<file path="src/rtl/ifetch_prefetch.sv">
// Instruction-fetch front end: issues reads to a 1-cycle synchronous ROM and
// buffers returned words with their PCs in a small prefetch FIFO for the decoder.
module ifetch_prefetch #(
    parameter int                ADDR_W   = 32,
    parameter int                ROM_AW   = 14,
    parameter int                DEPTH    = 4,
    parameter logic [ADDR_W-1:0] RESET_PC = '0
) (
    input  logic                       clock,
    input  logic                       reset,
    output logic                       rom_req_o,
    output logic [ROM_AW-1:0]          rom_adr_o,
    input  logic [31:0]                rom_data_i,
    input  logic                       redirect_i,
    input  logic [ADDR_W-1:0]          redirect_pc_i,
    output logic                       inst_valid_o,
    input  logic                       inst_ready_i,
    output logic [31:0]                inst_o,
    output logic [ADDR_W-1:0]          inst_pc_o,
    output logic [ADDR_W-1:0]          inst_pc4_o,
    output logic [$clog2(DEPTH):0]     queue_count_o
);
    localparam int PW = $clog2(DEPTH);
    localparam int CW = PW + 1;

    logic [ADDR_W-1:0] r_fetch_pc;
    logic              r_inflight;
    logic [ADDR_W-1:0] r_inflight_pc;
    logic [ROM_AW-1:0] r_adr_hold;
    logic [PW-1:0]     r_rd_ptr;
    logic [PW-1:0]     r_wr_ptr;
    logic [CW-1:0]     r_count;
    logic [31:0]       r_mem_inst [DEPTH];
    logic [ADDR_W-1:0] r_mem_pc   [DEPTH];

    logic [CW-1:0]     w_occupancy;
    logic              w_issue;
    logic              w_push;
    logic              w_pop;
    logic [ROM_AW-1:0] w_fetch_adr;
    logic [ADDR_W-1:0] w_redirect_pc;
    logic [CW-1:0]     w_count_next;

    // Credit is taken from registered state only, so inst_ready_i never reaches rom_req_o.
    assign w_occupancy   = r_count + {{(CW-1){1'b0}}, r_inflight};
    assign w_issue       = !reset && !redirect_i && (w_occupancy < CW'(DEPTH));
    assign w_push        = r_inflight && !redirect_i;
    assign w_pop         = (r_count != '0) && inst_ready_i;
    assign w_fetch_adr   = r_fetch_pc[ROM_AW+1:2];
    assign w_redirect_pc = redirect_pc_i & ~ADDR_W'(3);

    assign rom_req_o     = w_issue;
    assign rom_adr_o     = w_issue ? w_fetch_adr : r_adr_hold;
    assign inst_valid_o  = (r_count != '0);
    assign inst_o        = r_mem_inst[r_rd_ptr];
    assign inst_pc_o     = r_mem_pc[r_rd_ptr];
    assign inst_pc4_o    = inst_pc_o + ADDR_W'(4);
    assign queue_count_o = r_count;

    always_comb begin
        w_count_next = r_count;
        case ({w_push, w_pop})
            2'b10:   w_count_next = r_count + CW'(1);
            2'b01:   w_count_next = r_count - CW'(1);
            default: w_count_next = r_count;
        endcase
    end

    always_ff @(posedge clock) begin
        if (reset) begin
            r_fetch_pc    <= RESET_PC;
            r_inflight    <= 1'b0;
            r_inflight_pc <= '0;
            r_adr_hold    <= '0;
            r_rd_ptr      <= '0;
            r_wr_ptr      <= '0;
            r_count       <= '0;
        end else if (redirect_i) begin
            // Flush everything, including the response still on its way back.
            r_fetch_pc <= w_redirect_pc;
            r_inflight <= 1'b0;
            r_rd_ptr   <= '0;
            r_wr_ptr   <= '0;
            r_count    <= '0;
        end else begin
            r_inflight <= w_issue;
            if (w_issue) begin
                r_inflight_pc <= r_fetch_pc;
                r_fetch_pc    <= r_fetch_pc + ADDR_W'(4);
                r_adr_hold    <= w_fetch_adr;
            end
            if (w_push) begin
                r_wr_ptr <= r_wr_ptr + PW'(1);
            end
            if (w_pop) begin
                r_rd_ptr <= r_rd_ptr + PW'(1);
            end
            r_count <= w_count_next;
        end
    end

    // Entries are cleared on reset so the head reads as zero until the first fill.
    generate
        for (genvar gi = 0; gi < DEPTH; gi++) begin : g_entry
            always_ff @(posedge clock) begin
                if (reset) begin
                    r_mem_inst[gi] <= '0;
                    r_mem_pc[gi]   <= '0;
                end else if (w_push && (r_wr_ptr == PW'(gi))) begin
                    r_mem_inst[gi] <= rom_data_i;
                    r_mem_pc[gi]   <= r_inflight_pc;
                end
            end
        end
    endgenerate

endmodule

</file>
<file path="config.mk">
export PLATFORM = sky130hd
export DESIGN_NAME = ifetch_prefetch
export DESIGN_NICKNAME = d
export VERILOG_FILES = /design/src/rtl/ifetch_prefetch.sv
export SDC_FILE = /design/constraint.sdc
export NUM_CORES = 1
export LEC_CHECK = 0
export BUFFER_PORTS_ARGS = -buffer_cell sky130_fd_sc_hd__buf_2
export CORE_UTILIZATION = 55
export CTS_BUF_LIST = sky130_fd_sc_hd__clkbuf_8
export DETAILED_ROUTE_END_ITERATION = 16
export PLACE_DENSITY = 0.76
export SLEW_MARGIN = 15
export SYNTH_ARGS = -nofsm -noshare
export SYNTH_HDL_FRONTEND = slang
export SYNTH_SLANG_ARGS = --single-unit
</file>
<file path="constraint.sdc">
create_clock -name clock -period 6.4 [get_ports clock]
set_input_delay 0.96 -clock clock [delete_from_list [all_inputs] [get_ports clock]]
set_output_delay 0.96 -clock clock [all_outputs]
set_load 0.01 [all_outputs]
</file>
# [Word level (Yosys, flattened, before mapping)]
# Memory sizes are Yosys's and may differ from the RTL's. A register that Yosys moved wholly into a read port is not among the register bits.
# Index checks and enable logic that the tools add are counted.
[totals] ram_bits=256 out_inout_bits=115 wordCells=78 in_bits=68 n_memories=2 ff_bits=86
[memory_table] memory="r_mem_inst" words=4 word_bits=32 rd=1 rd_clocked_by_memory_dff=1 wr=4 line="33" source="logic [31:0] r_mem_inst [DEPTH];"
[memory_table] memory="r_mem_pc" words=4 word_bits=32 rd=1 rd_clocked_by_memory_dff=1 wr=4 line="34" source="logic [ADDR_W-1:0] r_mem_pc [DEPTH];"
[op_classes] n_addsub=7 n_reduce_logical=16 magnitude_cmp=1 bitwise_logic=9 eq_ne=5 muxes=30
[ops] operator="$mux W32" count=10
[ops] operator="$add A32 B3 Y32 const B" count=2
[ops] operator="$mux W1" count=14
[ops] operator="$mux W14" count=1
[ops] operator="$logic_and A1 B1 Y1" count=8
[ops] operator="$mux W2" count=4
[ops] operator="$or A1 B1 Y1" count=8
[ops] operator="$eq A2 B2 Y1 const B" count=3
[ops] operator="$pmux W3 S2" count=1
[ops] operator="$add A2 B1 Y2 const B" count=2
[ops] operator="$eq A2 B1 Y1 const B" count=2
[ops] operator="$reduce_bool A2 Y1" count=2
[ops] operator="$add A3 B1 Y3" count=1
[ops] operator="$add A3 B1 Y3 const B" count=1
[ops] operator="$lt A3 B3 Y1 const B" count=1
[ops] operator="$reduce_bool A3 Y1" count=1
[ops] operator="$sub A3 B1 Y3 const B" count=1
[ops] operator="$logic_not A1 Y1" count=2
[ops] operator="$logic_not A2 Y1" count=1
[ops] operator="$reduce_and A2 Y1" count=1
[ops] operator="$reduce_or A2 Y1" count=1
[ops] operator="$not A1 Y1" count=1

# [Depth between registers and ports, before layout]
[depth] depth_word=7 mapped_depth=9

# [Least setup slack after synthesis]
# Ideal clock, no wire load.
[synth_path] path_type="input to register" startpoint="input port reset" endpoint="memory r_mem_inst[0][0], enable pin" required_time_ns=5.726 setup_ns=0.674 setup_slack_ns=3.081 arrival_time_ns=2.644 cell_stages=4 path_cell_list="clkbuf_1 inv_1 clkbuf_1 nand2_1"
[synth_rtl] element="from (decl)" line="10" source="input logic reset,"
[synth_rtl] element="to (decl)" line="33"

==> key figures <==
Global route
  – First-pass GRT wire length: 53.8 mm
  – Grt total ovfl: 0
  – Total GRT Usage: 0.245
  – Antenna violations before repair: 0
  – Number of global-route vias before repair: 10000
  – Maximum number of pins on one net before global-route repair: 169

Timing
  – Achievable clock frequency: 217 MHz
  – Final hold violation count: 0
  – Worst hold margin: 0.460 ns
  – Total of endpoints with negative setup slack in the final report: 0
  – Final clock period utilization by the worst path: 0.721
  – Measured slew at the worst slew-check pin: 1.06 ns
  – Number of slew-limit violations in the final report: 0
  – Worst clock skew on the final layout: 0.0247 ns
  – Fin worst setup slack: 1.79 ns
  – Final critical delay including setup and external delays: 4.61 ns
  – Final total negative setup slack: 0 ns
  – Headroom to the max-slew limit: 0.292
  – RSZ-0062 raised after global routing: no

Logic synthesis
  – Most used standard cells in the synthesized netlist: and3_1 (256), edfxtp_1 (248), nand2_1 (138)
  – Total standard cell area after synthesis: 15000 um2
  – Multiplexer share of the synthesized area: 0.0964
  – Instance count of the mapped netlist: 1178
  – Simple-Gate Fraction of Synth Area: 0.192
  – Count of different cell masters after synthesis: 51
  – Flops & latches, synth: 332
  – Fraction of post-synthesis cell area in the top cell type by area: 0.495
  – Top_reg_cell synth: edfxtp_1
  – Count of warnings emitted by yosys: 0
  – EDFF count, synth: 248
  – Post-synthesis cell type with the largest combined area: edfxtp_1
  – Xor/xnor cell area share of the yosys netlist: 0.0245
  – Top post-synthesis cells by area: edfxtp_1 (50%), dfxtp_1 (11%), and3_1 (11%)
  – Combinational family with the most area after synthesis: simple AND/OR/NAND/NOR gates
  – Post-synthesis area per instance: 12.8 um2
  – Adder-cell area share of the yosys netlist: 0.00715
  – Sequential fraction of the synthesis area: 0.607
  – Most frequent cell after synthesis: and3_1
  – Fraction of the mapped netlist area in compound gates: 0.0383
  – Share of synthesized registers carrying an async set or reset: 0

Worst setup path
  – Capturing element of the worst setup path: inst_pc4_o[30]
  – Worst Setup End Kind: output pin
  – R2R depth: 5
  – Worst path arrival time: 3.65 ns
  – Worst flop-to-flop path endpoint: r_mem_inst[3][7]
  – Nature of the critical path startpoint: register
  – Cells along the critical path: mux4_1 -> ha_1 -> and2_1 -> nand4_1 -> nor4_1 -> xor2_1 -> buf_2
  – Critical path data required time: 5.44 ns
  – Highest cell delay on the worst timing path: 0.88 ns
  – Critical-path maximum fanout: 41
  – Cell type of the slowest stage on the worst timing path: dfxtp_4
  – Beginning of the worst register-to-register path: r_wr_ptr[0]
  – Worst path depth: 7
  – Worst setup path class: reg -> out
  – Delay-heaviest family, CP: simple AND/OR/NAND/NOR gates
  – Reg-to-reg setup timing slack: 3.63 ns
  – Crit path buf inv count: 1

Clocking
  – TritonCTS Sinks: 332
  – Later-pin clock latency in the skew report: 0.58 ns
  – CTS tree: built
  – CTS clock-pin slew for the worst setup and hold paths: 0.06 ns
  – Setup repair bufs after CTS: 0
  – Count of hold-fix buffers inserted at cts: 0
  – Post-cts repair resize count: 0
  – Maximum clock path buffer count: 3
  – Deepest level of the CTS H-tree: 2
  – CTS Buf Count: 52
  – Clock root buffer: clkbuf_8

Route
  – Average via count per standard cell: 6.00
  – Wire length per cell: 20.1 um
  – First-iteration detailed-routing DRC count: 1060
  – Post-route ant nets: 0
  – DR vias: 10300
  – DRC violations left: 0
  – Total routed wirelength: 34.5 mm
  – Number of detailed-route iterations in the first pass: 7

Power and ir drop
  – P_leak: 7.44 nW
  – Power density over the cells: 257 nW/um2
  – Largest voltage drop on the vdd net: 0.230 mV

Place
  – Port Buf Inserts: 176
  – Standard cell area after detailed placement: 16100 um2
  – Pre-CTS setup slack: 2.38 ns
  – Count of placed standard cells including taps: 1618
  – Routability congestion estimate from global placement: 0.842
  – HPWL after DPL: 20.2 mm

Final layout
  – Area of all placed cells without fillers: 17100 um2
  – Synthesis-to-layout area growth: 13.6%
  – Net count, final: 1408
  – Antenna diode instance count: 0
  – Non-filler instance count after layout: 1713
  – Layout cell share with drive strength beyond 1: 0.242

Floorplanning
  – Floorplan core area: 26900 um2
  – Num ports: 183
  – Die Area: 28000 um2
  – Number of rows in the core area: 60
  – Initial standard-cell utilization of the core: 0.560
  – Die span in x: 167 um
  – Chip height: 167 um

Job
  – Max Cap Violations: 0

Worst hold path
  – Hold path depth: 2
  – Class of the tightest hold or removal check: reg -> reg
  – Worst Hold Launch: r_fetch_pc[31]

Outcome
  – Status: complete, no violations
flip-flops by register name (all words and copies together) (netlist names), named ones only:
register	count
r_wr_ptr	2
r_inflight	1
r_mem_pc	120
r_rd_ptr	2
r_adr_hold	14
r_fetch_pc	30
r_mem_inst	128
r_inflight_pc	30
queue_count_o	3
cell families (layout without fill, tap and decap cells):
group                      after synthesis  count (layout)
AOI/OAI and AO/OA                       90              90
xor gates and xnor gates                42              42
adders and majority gates                8               8
buffers and inverters                  117             308
DFF                                    332             332
muxes                                   64              64
other                                    1               4
and+or+nand+nor                        524             524
how the worst min path moves through the flow:
stage                   endpoint
2_1_floorplan  r_inflight_pc[16]
3_3_place_gp       r_adr_hold[9]
3_5_place_dp       r_adr_hold[6]
4_1_cts        r_inflight_pc[29]
5_1_grt            r_adr_hold[6]
6_report       r_inflight_pc[31]
cell type report:
cell class                 instances  area, um2
clock buffer                      58        798
timing repair buffer             194       1040
multi-input combinational        732       5430
inverter                          20       75.1
fill                            2013       9780
clock inverter                    36        186
sequential                       332       9130
tap                              341        427
stage by stage:
| stage | power (W) | utilization |
|---|---|---|
| final | 0.00440 | 0.636 |
| after global routing | 0.00454 | 0.636 |
| after CTS | 0.00442 | 0.635 |
| after detailed placement | 0.00276 | 0.599 |
| after floorplan | 0.00264 | - |
| after global placement | 0.00275 | 0.599 |
power breakdown:
| group | internal (W) | switching (W) |
|---|---|---|
| Clock | 0.000874 | 0.000807 |
| Sequential | 0.00239 | 0.0000433 |
| Combinational | 0.000101 | 0.000181 |
| Total | 0.00337 | 0.00103 |
layer usage:
metal / GRT usage / routed length, um / vias up / part of all wire
li1: - / - / 4772 / -
met4: 0.0886 / 957 / 0 / 0.028
met2: 0.412 / 16900 / 449 / 0.49
met1: 0.323 / 14300 / 4987 / 0.42
met3: 0.0407 / 2300 / 76 / 0.067
met5: 0 / 0 / - / 0
worst min-delay path, cell delays in order (launching register included):
cell     delay [ns]
dfxtp_1        0.32
nand2_1        0.06
a21oi_1        0.05
layout by cell type, fill, tap and decap left out, drive strengths merged, types with 5 or more instances in the layout:
master,count
and3,256
edfxtp,248
buf,194
nand2,138
dfxtp,84
mux4,62
clkbuf,58
inv,38
nand3,37
a21oi,36
nor2,31
xor2,26
a31oi,17
xnor2,16
clkinv,16
nor3,13
nand4,12
or3,11
o311ai,11
ha,7
o21ai,6
and2,6
or4,6
nor4,6
and4,5
Power figures use the tool's default switching activity.
